==> config.mk <==
export PLATFORM = sky130hd
export DESIGN_NAME = sbox_lut_pipe
export DESIGN_NICKNAME = d
export VERILOG_FILES = /design/src/rtl/sbox_pkg.sv /design/src/rtl/sbox_table_ram.sv /design/src/rtl/sbox_lut_pipe.sv
export SDC_FILE = /design/constraint.sdc
export NUM_CORES = 1
export LEC_CHECK = 0
export ABC_AREA = 1
export CORE_ASPECT_RATIO = 1.75
export CORE_MARGIN = 2
export CORE_UTILIZATION = 35
export CTS_CLUSTER_SIZE = 10
export DETAILED_ROUTE_END_ITERATION = 8
export PLACE_DENSITY_LB_ADDON = 0.3
export SLEW_MARGIN = 25
export SYNTH_ARGS = -nofsm -noshare
export SYNTH_HDL_FRONTEND = slang
export SYNTH_SLANG_ARGS = --single-unit
==> constraint.sdc <==
create_clock -name clk -period 1.9 [get_ports clk]
set_input_delay 0.19 -clock clk [delete_from_list [all_inputs] [get_ports clk]]
set_output_delay 0.19 -clock clk [all_outputs]
set_load 0.05 [all_outputs]
==> src/rtl/sbox_pkg.sv <==
// Shared types and helpers for the runtime-loadable S-box lookup engine.
// Holds the FSM state encoding, default widths and the identity-fill value.
package sbox_pkg;

    localparam int DEF_IN_W  = 4;
    localparam int DEF_OUT_W = 4;
    localparam int DEF_LANES = 1;

    typedef enum logic {
        INIT = 1'b0,
        RUN  = 1'b1
    } state_t;

    // Identity entry for index cnt: keeps only the low out_w bits, so callers
    // get truncation when out_w < in_w and zero-extension otherwise.
    function automatic logic [31:0] ident_val(input logic [31:0] cnt, input int out_w);
        logic [31:0] mask;
        mask = (out_w >= 32) ? 32'hFFFF_FFFF : ((32'd1 << out_w) - 32'd1);
        return cnt & mask;
    endfunction

endpackage

==> src/rtl/sbox_table_ram.sv <==
// Shared S-box table: one synchronous write port, LANES combinational read ports.
// Reads see the pre-edge contents, so a same-cycle write never leaks into a captured read.
module sbox_table_ram
    import sbox_pkg::*;
#(
    parameter int IN_W  = DEF_IN_W,
    parameter int OUT_W = DEF_OUT_W,
    parameter int LANES = DEF_LANES
) (
    input  logic                   clk,
    input  logic                   we,
    input  logic [IN_W-1:0]        waddr,
    input  logic [OUT_W-1:0]       wdata,
    input  logic [LANES*IN_W-1:0]  raddr,
    output logic [LANES*OUT_W-1:0] rdata
);

    localparam int DEPTH = 2 ** IN_W;

    logic [OUT_W-1:0] mem [DEPTH];

    always_ff @(posedge clk) begin
        if (we) begin
            mem[waddr] <= wdata;
        end
    end

    for (genvar k = 0; k < LANES; k++) begin : g_rd
        assign rdata[k*OUT_W +: OUT_W] = mem[raddr[k*IN_W +: IN_W]];
    end

endmodule

==> src/rtl/sbox_lut_pipe.sv <==
// Multi-lane S-box lookup with a hardware identity sweep after reset, a config
// write port, and a single registered output stage behind a valid/ready handshake.
module sbox_lut_pipe
    import sbox_pkg::*;
#(
    parameter int IN_W  = DEF_IN_W,
    parameter int OUT_W = DEF_OUT_W,
    parameter int LANES = DEF_LANES
) (
    input  logic                   clk,
    input  logic                   rst,
    input  logic                   in_valid,
    output logic                   in_ready,
    input  logic [LANES*IN_W-1:0]  in_data,
    output logic                   out_valid,
    input  logic                   out_ready,
    output logic [LANES*OUT_W-1:0] out_data,
    input  logic                   cfg_we,
    input  logic [IN_W-1:0]        cfg_addr,
    input  logic [OUT_W-1:0]       cfg_data,
    output logic                   cfg_ready,
    output logic                   busy,
    output state_t                 state
);

    // Handshake: a beat transfers on any edge where valid && ready are both high;
    // the source holds data stable while valid is high and ready is low.

    state_t                  state_q, state_d;
    logic [IN_W-1:0]         cnt_q;
    logic                    run;
    logic                    accept;
    logic                    wr_en;
    logic [IN_W-1:0]         wr_addr;
    logic [OUT_W-1:0]        wr_data;
    logic [LANES*OUT_W-1:0]  rd_data;
    logic                    out_valid_q;
    logic [LANES*OUT_W-1:0]  out_data_q;

    always_ff @(posedge clk) begin
        if (rst) begin
            state_q <= INIT;
            cnt_q   <= '0;
        end else begin
            state_q <= state_d;
            if (state_q == INIT) begin
                cnt_q <= cnt_q + 1'b1;
            end
        end
    end

    always_comb begin
        state_d = state_q;
        if (state_q == INIT && cnt_q == {IN_W{1'b1}}) begin
            state_d = RUN;
        end
    end

    assign run       = (state_q == RUN) && !rst;
    assign cfg_ready = run;
    assign busy      = !run;
    assign state     = state_q;
    assign in_ready  = run && (!out_valid_q || out_ready);
    assign accept    = in_valid && in_ready;

    // The sweep owns the write port during INIT; config writes are dropped there.
    assign wr_en   = !rst && ((state_q == INIT) || cfg_we);
    assign wr_addr = (state_q == INIT) ? cnt_q : cfg_addr;
    assign wr_data = (state_q == INIT) ? OUT_W'(ident_val(32'(cnt_q), OUT_W)) : cfg_data;

    sbox_table_ram #(
        .IN_W  (IN_W),
        .OUT_W (OUT_W),
        .LANES (LANES)
    ) u_table (
        .clk   (clk),
        .we    (wr_en),
        .waddr (wr_addr),
        .wdata (wr_data),
        .raddr (in_data),
        .rdata (rd_data)
    );

    always_ff @(posedge clk) begin
        if (rst) begin
            out_valid_q <= 1'b0;
            out_data_q  <= '0;
        end else if (accept) begin
            out_valid_q <= 1'b1;
            out_data_q  <= rd_data;
        end else if (out_ready) begin
            out_valid_q <= 1'b0;
        end
    end

    assign out_valid = out_valid_q;
    assign out_data  = out_data_q;

endmodule

==> flow_summary_export.csv, run 1 <==
group,metric,value,unit
die,dieArea,10400,um^2
final_layout,n_antenna_cell,0,
setup_path,cp.arrival,1.78,ns
cts,path_clk_slew,0.05,ns
place,place_congestion,0.769,
cts,cts_setup_buffers,0,
place,dpl_worst_slack,0.0861,ns
pwr,ir_drop,0.000520,V
cts,cts_tree,"yes",
final_layout,fin_nets,404,
synthesis,synth_warnings,0,
detailed_routing,drt_iter0_markers,169,
synthesis,synth_edf_count,64,
detailed_routing,vias,2381,
grt,grt_usage,0.155,
sta,final_hold_viol_count,0,
setup_path,crit_path_end_kind,"register",
synthesis,ys.flop_type,"edfxtp_1",
place,dpl.hpwl,5380,um
cts,htree_levels,3,
grt,grt_max_degree,33,
cts,cts_root_buf,"clkbuf_16",
outcome,status,"completed",
synthesis,async_reset_ff_frac,0,
final_layout,final_util,0.436,
cts,hold_buffers,0,
synthesis,synth.net_count,370,
die,core,9410,um^2
sta,slew_viol_final,0,
synthesis,synth_cell_types,25,
cts,numCtsBuffers,9,
synthesis,synthTopCellsByCount,"110 x nand2_1, 64 x edfxtp_1, 51 x inv_1, 49 x nand3_1, 26 x nor2_1",
final_layout,multi_input_area,915,um^2
sta,slew_headroom,0.662,
sta,fin_ws,0.129,ns
sta,fin_tns_setup,0,ns
detailed_routing,drc,0,
cts,cts.sinks,74,
flow_run,cap_violations,0,
final_layout,fillers,939,
sta,rsz0062_at_grt,"no",
final_layout,syn2layout_area_growth,21.8,%
final_layout,layout-drive-gt1-share,0.105,
setup_path,cp.required,1.91,ns
synthesis,yosysMostFrequentCell,"nand2_1",
detailed_routing,vias_per_cell,4.64,
synthesis,syn-mean-instance-area,9.56,um^2
hold_path,hold_class,"register to register",
setup_path,startpoint_type,"register",
sta,tightest_slew,0.505,ns
synthesis,yosysTopAreaCellShare,0.571,
pwr,leakage,1.74,nW
sta,setup_violations,0,
final_layout,ff_latch_area,2120,um^2
die,ioPinCount,26,
setup_path,critPathKind,"register to register",
die,chipHeight,134,um
detailed_routing,routedWlPerCell,14.6,um
synthesis,ys_ff_latch,74,
grt,grt_pass1_wl,11800,um
detailed_routing,final_antenna_net_count,0,
die,initial_core_util,0.358,
sta,period_share,0.932,
sta,fmax,565,MHz
pwr,power.total,3.81,mW
detailed_routing,dr.pass1.iters,4,
setup_path,crit_fanout,13,
pwr,power_per_cell_area,930,nW/um^2
synthesis,synthTopCellsByArea,"edfxtp_1 57%, nand2_1 12%, nand3_1 7.3%, dfxtp_1 5.9%, inv_1 5.7%",
cts,postCtsResizedCells,0,
sta,period_minus_slack,1.77,ns
grt,grt_pass1_vias,2381,
synthesis,ys_seq_area_frac,0.630,
synthesis,synthesis.area,3370,um^2
cts,insertion_delay,0.33,ns
die,die_x,78.1,um
die,row_count,47,
cts,max-clock-path-buffers,2,
detailed_routing,drt_wl_total,7500,um
sta,clock_skew,0.00263,ns
grt,grt_overflow_total,0,
synthesis,yosysTopAreaCell,"edfxtp_1",
grt,antenna_found_initial,0,
place,numPortBuffers,25,
synthesis,synth_cells,352,
## path summary, 6_finish.rpt
kind | from | endpoint | slack [ns] | cells after the start
hold reg to reg | cnt_q[3] | state | 0.50 | 2
setup / recovery | state | u_table.mem[14][3] | 0.13 | 6
setup reg to reg | state | u_table.mem[14][3] | 0.13 | 6
hold / removal | cnt_q[3] | state | 0.50 | 2
## stage by stage
step,hold WS (ns),instance area (um^2),std cells
floorplan,0.412,3370,352
global placement,0.497,3790,497
detailed placement,0.497,3790,497
CTS,0.510,4100,513
global route,0.536,4100,513
finish,0.504,4100,513
## worst max-delay path, stage by stage, from the launching register on
cell,delay (ns)
dfxtp_2,0.48
inv_6,0.07
nand2_1,0.11
inv_1,0.08
a21oi_2,0.15
nand2_1,0.22
nor2_1,0.34
## cell type report
type,instances,area share
well taps,122,0.0372
clock inverters,6,0.0198
multi-input cells,208,0.223
repair buffers,37,0.0928
clock buffers,10,0.0558
inverters,56,0.0534
flip-flops and latches,74,0.518
## state kept, by name, indices dropped and copies added (netlist names)
signal and flops:
cnt_q 4, out_data 4, out_valid 1, u_table.mem 64
state 1
## cell families after synthesis
group | count (synthesis) | share of synthesized area
AOI/OAI and AO/OA | 16 | 0.0268
adders and majority gates | 1 | 0.00372
buffers and inverters | 70 | 0.0985
DFF | 74 | 0.630
and+or+nand+nor | 191 | 0.241
## routing by layer
layer | wire [um] | global-route usage | part of all wire
met2 | 4170 | 0.295 | 0.56
met4 | 174 | 0.0867 | 0.023
met1 | 2880 | 0.158 | 0.38
met3 | 271 | 0.0224 | 0.036
met5 | 0 | 0 | 0
## power breakdown
group          total, mW  switching [mW]  internal (mW)
Combinational      0.266           0.174         0.0927
Clock               1.74           0.604           1.14
Sequential          1.81         0.00875           1.80
Total               3.81           0.786           3.03
## placed cells by master, fill, tap and decap left out, types with 9 or more instances in the layout
cell type	count
edfxtp_1	64
buf_4	12
nor2_1	25
clkbuf_16	9
a21oi_1	9
nand2_1	110
nand3_1	49
dfxtp_1	9
clkdlybuf4s50_1	21
inv_1	51
No activity file was read; power rests on OpenSTA's default activity.
==> run 2, diff against run 1 <==
- SETUP_SLACK_MARGIN: unset -> 0.5
==> run 2 against run 1 <==
Global-route usage rose by 1.0 points. Cell count rose by 3.1%. Critical endpoint is now state. First-iteration DRC count fell by 28%. Core utilization rose by 5.9 points. Wire length rose by 8.7%. Largest cell class unchanged. Non-clock buffer count rose by 15. Register-to-register slack improved by 0.25 ns. Worst hold slack got worse by 0.014 ns. Sequential share of layout area fell by 6.0 points. Maximum frequency rose by 16%. Critical path type is now register to output port. Power fell by 0.26%.
==> flow_summary_export.csv, run 2 (same netlist as run 1, synthesis figures left out) <==
group,metric,value,unit
place,numPortBuffers,25,
sta,slew_viol_final,0,
setup_path,crit_buf_inv,1,
grt,grt_overflow_total,0,
die,ioPinCount,26,
cts,htree_levels,3,
grt,grt_pass1_wl,12500,um
detailed_routing,drc,0,
final_layout,final_cell_mix,"103 x nand2_1, 64 x edfxtp_1, 44 x inv_1, 41 x nand3_1, 19 x nor2_4",
die,row_count,47,
setup_path,cp.required,1.71,ns
sta,setup_violations,0,
setup_path,critPathKind,"register to output port",
cts,path_clk_slew,0.05,ns
sta,fmax,653,MHz
sta,slew_headroom,0.677,
setup_path,cp.arrival,1.34,ns
setup_path,r2r_setup_slack,0.38,ns
detailed_routing,vias_per_cell,4.74,
grt,grtUsageMet1,0.156,
final_layout,syn2layout_area_growth,38.2,%
cts,numCtsBuffers,9,
die,initial_core_util,0.358,
cts,insertion_delay,0.34,ns
cts,max-clock-path-buffers,2,
final_layout,layout.cell_area.non_filler,4650,um^2
final_layout,fillers,867,
setup_path,crit_slowest_cell,"dlygate4sd2_1",
sta,period_share,0.806,
grt,grt_pass1_vias,2598,
sta,final_hold_viol_count,0,
pwr,leakage,1.88,nW
detailed_routing,drt_wl_total,8150,um
grt,grt_max_degree,33,
cts,cts_tree,"yes",
sta,rsz0062_at_grt,"yes",
final_layout,final_util,0.494,
die,core,9410,um^2
grt,gr-max-usage-layer,"met2",
detailed_routing,vias,2508,
detailed_routing,final_antenna_net_count,0,
sta,fin_ws,0.369,ns
sta,period_minus_slack,1.53,ns
setup_path,startpoint_type,"register",
grt,grt_usage,0.165,
detailed_routing,dr.pass1.iters,4,
detailed_routing,routedWlPerCell,15.4,um
cts,hold_buffers,0,
setup_path,path_delay_family,"buffers and inverters",
sta,tightest_slew,0.487,ns
setup_path,crit_chain,"dlygate4sd2_1",
final_layout,final_common_cell,"nand2_1",
grt,gr-usage-met3,0.0400,
pwr,ir_drop,0.000618,V
final_layout,fin_nets,420,
detailed_routing,drt_iter0_markers,121,
setup_path,worst_path_largest_cell_delay,0.55,ns
place,place_congestion,0.798,
sta,fin_tns_setup,0,ns
sta,clock_skew,0.00611,ns
outcome,status,"completed",
grt,met2_usage,0.312,
place,dpl.hpwl,5510,um
flow_run,cap_violations,0,
grt,antenna_found_initial,0,
sta,whs,0.489,ns
place,dpl_cell_area,3910,um^2
final_layout,n_antenna_cell,0,
pwr,power_per_cell_area,818,nW/um^2
die,chipHeight,134,um
cts,cts.sinks,74,
setup_path,crit_fanout,8,
place,dpl_worst_slack,0.146,ns
final_layout,layout-drive-gt1-share,0.273,
final_layout,regMostFlops,"u_table.mem",
cts,cts_root_buf,"clkbuf_16",
hold_path,hold_class,"register to register",
setup_path,crit_path_end_kind,"output port",
die,dieArea,10400,um^2
die,die_x,78.1,um
final_layout,largest_reg_flops,64,
[run 2: cell types whose count changed in the layout (fill, tap and decap cells not counted), sizes merged]
cell and change:
bufinv -1, dlymetal6s2s +2, clkdlybuf4s50 -7, clkinv +1
buf +14, clkdlybuf4s15 +4, dlygate4sd2 +1, clkbuf +2
[run 2: per-stage QoR]
| stage | power, mW | std cells |
|---|---|---|
| 4_1_cts | 3.81 | 527 |
| 3_5_place_dp | 2.13 | 493 |
| 5_1_grt | 3.94 | 529 |
| 3_3_place_gp | 2.12 | 493 |
| 6_report | 3.80 | 529 |
| 2_1_floorplan | 2.02 | 352 |
[run 2: routing by layer]
layer / vias up / share of wire / wire length [um]
met5: - / 0 / 0
met4: 0 / 0.045 / 364
met3: 22 / 0.034 / 273
met2: 54 / 0.57 / 4670
met1: 1192 / 0.35 / 2840
li1: 1240 / - / -
[run 2: layout make-up]
| cell class | count | area (um^2) | share of cell area |
|---|---|---|---|
| Tap cell | 122 | 153 | 0.0328 |
| Clock inverter | 5 | 56.3 | 0.0121 |
| Timing Repair Buffer | 52 | 541 | 0.116 |
| Sequential cell | 74 | 2130 | 0.457 |
| Multi-Input combinational cell | 208 | 1280 | 0.276 |
| Inverter | 56 | 253 | 0.0543 |
| Clock buffer | 11 | 233 | 0.0500 |
| Timing Repair inverter | 1 | 6.26 | 0.00135 |
[run 2: worst min-delay path: stages, from the launching register on]
cell     delay (ns)
dfxtp_1        0.32
nand3_1        0.07
a21oi_1        0.06
[run 2: worst paths after layout]
| kind | start | cells past startpoint | to |
|---|---|---|---|
| setup reg to reg | state | 7 | u_table.mem[0][2] |
| hold / removal | cnt_q[3] | 2 | state |
| setup / recovery | state | 1 | state |
| hold reg to reg | cnt_q[3] | 2 | state |
[run 2: repair_timing]
action	in CTS	in global routing
pin swaps	13	13
buffers inserted	18	1
cloned	0	1
setup endpoints to repair	75	73
resized for setup	65	23
[run 2: where the power goes]
| group | switching, mW | internal (mW) | leakage, nW |
|---|---|---|---|
| Combinational | 0.244 | 0.141 | 1.07 |
| Clock | 0.600 | 1.01 | 0.139 |
| Sequential | 0.0103 | 1.80 | 0.673 |
==> run 3, diff against run 2 <==
- clock period: 1.9 -> 1.2 ns (I/O delays scaled with it)
==> run 3 against run 2 <==
The flow now finishes with violations (negative setup slack). Worst hold slack better by 0.079 ns. Power up 58%. Sequential share of layout area down 5.4 points. Non-clock buffer count up 44. Core utilization up 6.8 points. Setup slack worse by 0.74 ns. Critical path type is now register to register. Largest power group unchanged. Highest routed layer unchanged.
==> flow_summary_export.csv, run 3 (same netlist as run 1, synthesis figures left out) <==
group,metric,value,unit
outcome,status,"finished, violations left",
outcome,failed_checks,"negative setup slack",
setup_path,startpoint_type,"register",
sta,fin_ws,-0.367,ns
detailed_routing,drt_iter0_markers,78,
pwr,leakage,2.21,nW
detailed_routing,vias,2718,
final_layout,syn2layout_area_growth,57.1,%
die,core,9410,um^2
grt,grt_overflow_total,0,
detailed_routing,drc,0,
setup_path,r2r_start,"state",
cts,insertion_delay,0.33,ns
final_layout,fin_nets,463,
setup_path,crit_buf_inv,2,
detailed_routing,final_antenna_net_count,0,
setup_path,crit_fanout,6,
cts,max-clock-path-buffers,2,
die,chipHeight,134,um
sta,setup_violations,138,
detailed_routing,routedWlPerCell,16.6,um
setup_path,crit_chain,"buf_4, nor2_4, a21oi_4, nand2_4, buf_12, nor2_4",
setup_path,r2r_cells,6,
final_layout,largest_reg_flops,64,
setup_path,crit_slowest_cell,"dfxtp_4",
cts,numCtsBuffers,9,
sta,final_hold_viol_count,0,
grt,grt_max_degree,33,
final_layout,final_cell_mix,"99 x nand2_1, 64 x edfxtp_1, 46 x inv_1, 40 x nand3_1, 33 x buf_4",
grt,grt_usage,0.190,
sta,period_minus_slack,1.57,ns
final_layout,layout.cell_area.non_filler,5290,um^2
cts,htree_levels,3,
final_layout,layout-drive-gt1-share,0.371,
hold_path,min_path_cells,4,
place,dpl.hpwl,5950,um
pwr,power.total,6.01,mW
sta,slew_headroom,0.802,
cts,cts.sinks,74,
hold_path,hold_class,"register to register",
final_layout,regMostFlops,"u_table.mem",
setup_path,worst_path_largest_cell_delay,0.42,ns
setup_path,r2r_setup_slack,-0.37,ns
pwr,ir_drop,0.00103,V
place,dpl_cell_area,4290,um^2
die,die_x,78.1,um
die,dieArea,10400,um^2
hold_path,whs_endpoint,"out_data[3]",
cts,path_clk_slew,0.06,ns
die,row_count,47,
place,place_congestion,0.784,
sta,tightest_slew,0.297,ns
place,numPortBuffers,25,
sta,fmax,638,MHz
detailed_routing,dr.pass1.iters,4,
pwr,power_per_cell_area,1140,nW/um^2
cts,cts_tree,"yes",
sta,rsz0062_at_grt,"yes",
detailed_routing,vias_per_cell,4.75,
sta,clock_skew,0.00556,ns
sta,period_share,1.31,
grt,grt_pass1_wl,14300,um
final_layout,final_common_cell,"nand2_1",
sta,slew_viol_final,0,
final_layout,n_antenna_cell,0,
setup_path,crit_path_end_kind,"register",
detailed_routing,drt_wl_total,9510,um
cts,cts_root_buf,"clkbuf_16",
setup_path,cp.arrival,1.60,ns
die,initial_core_util,0.358,
setup_path,cp.required,1.23,ns
grt,grt_pass1_vias,2885,
hold_path,hp-start,"out_data[3]",
cts,hold_buffers,0,
die,ioPinCount,26,
setup_path,path_delay_family,"flip-flops",
flow_run,cap_violations,0,
setup_path,r2r-end,"u_table.mem[4][2]",
place,dpl_worst_slack,-0.519,ns
setup_path,critPathKind,"register to register",
setup_path,crit_top_cell,"nor2_4",
grt,antenna_found_initial,0,
## run 3: layout make-up
class | instances | area, um^2
clock buffer | 12 | 246
sequential | 74 | 2140
clock inverter | 4 | 20.0
fill | 784 | 4120
multi-input combinational | 208 | 1340
inverter | 56 | 245
tap | 122 | 153
timing repair buffer | 96 | 1150
## run 3: how the worst max path moves through the flow
stage / start / to / slack, ns / depth (start not counted)
after floorplan: state / out_data[0] / -0.54 / 10
after global placement: state / u_table.mem[15][2] / -0.50 / 7
after detailed placement: state / u_table.mem[15][2] / -0.52 / 7
after CTS: state / in_ready / -0.33 / 7
after global routing: state / u_table.mem[4][2] / -0.40 / 6
final: state / u_table.mem[4][2] / -0.37 / 6
## run 3: repair_timing
| action | in CTS | in global routing |
|---|---|---|
| buffers inserted | 17 | 8 |
| endpoints found under the hold margin | 0 | 0 |
| gates resized for setup | 79 | 36 |
| gates cloned | 4 | 0 |
| endpoints found under the setup margin | 147 | 147 |
| pin swaps | 14 | 16 |
## run 3: metrics by stage
stage               utilization  hold slack [ns]  TNS (ns)  cells
floorplan                     -            0.284    -36.47    352
global placement          0.455            0.563    -30.03    527
detailed placement        0.455            0.573    -31.43    527
CTS                       0.540            0.529    -34.92    564
global route              0.562            0.603    -41.81    572
finish                    0.562            0.568    -38.26    572
## run 3: power by group
| group | switching, mW | internal [mW] |
|---|---|---|
| sequential | 0.0134 | 2.85 |
| clock | 0.938 | 1.44 |
| combinational | 0.438 | 0.337 |
## run 3: per-layer routing
metal	GRT usage	routed length, um	share of wire	up-vias
met5	0	0	0	-
met4	0.131	601	0.063	0
met3	0.0379	309	0.032	37
met2	0.371	5590	0.59	75
met1	0.167	3020	0.32	1277
li1	-	-	-	1329
## run 3: worst min-delay path: stages, from the launching register on
cell	delay, ns
dfxtp_2	0.33
inv_1	0.05
a21oi_1	0.06
nand2_1	0.06
inv_1	0.03
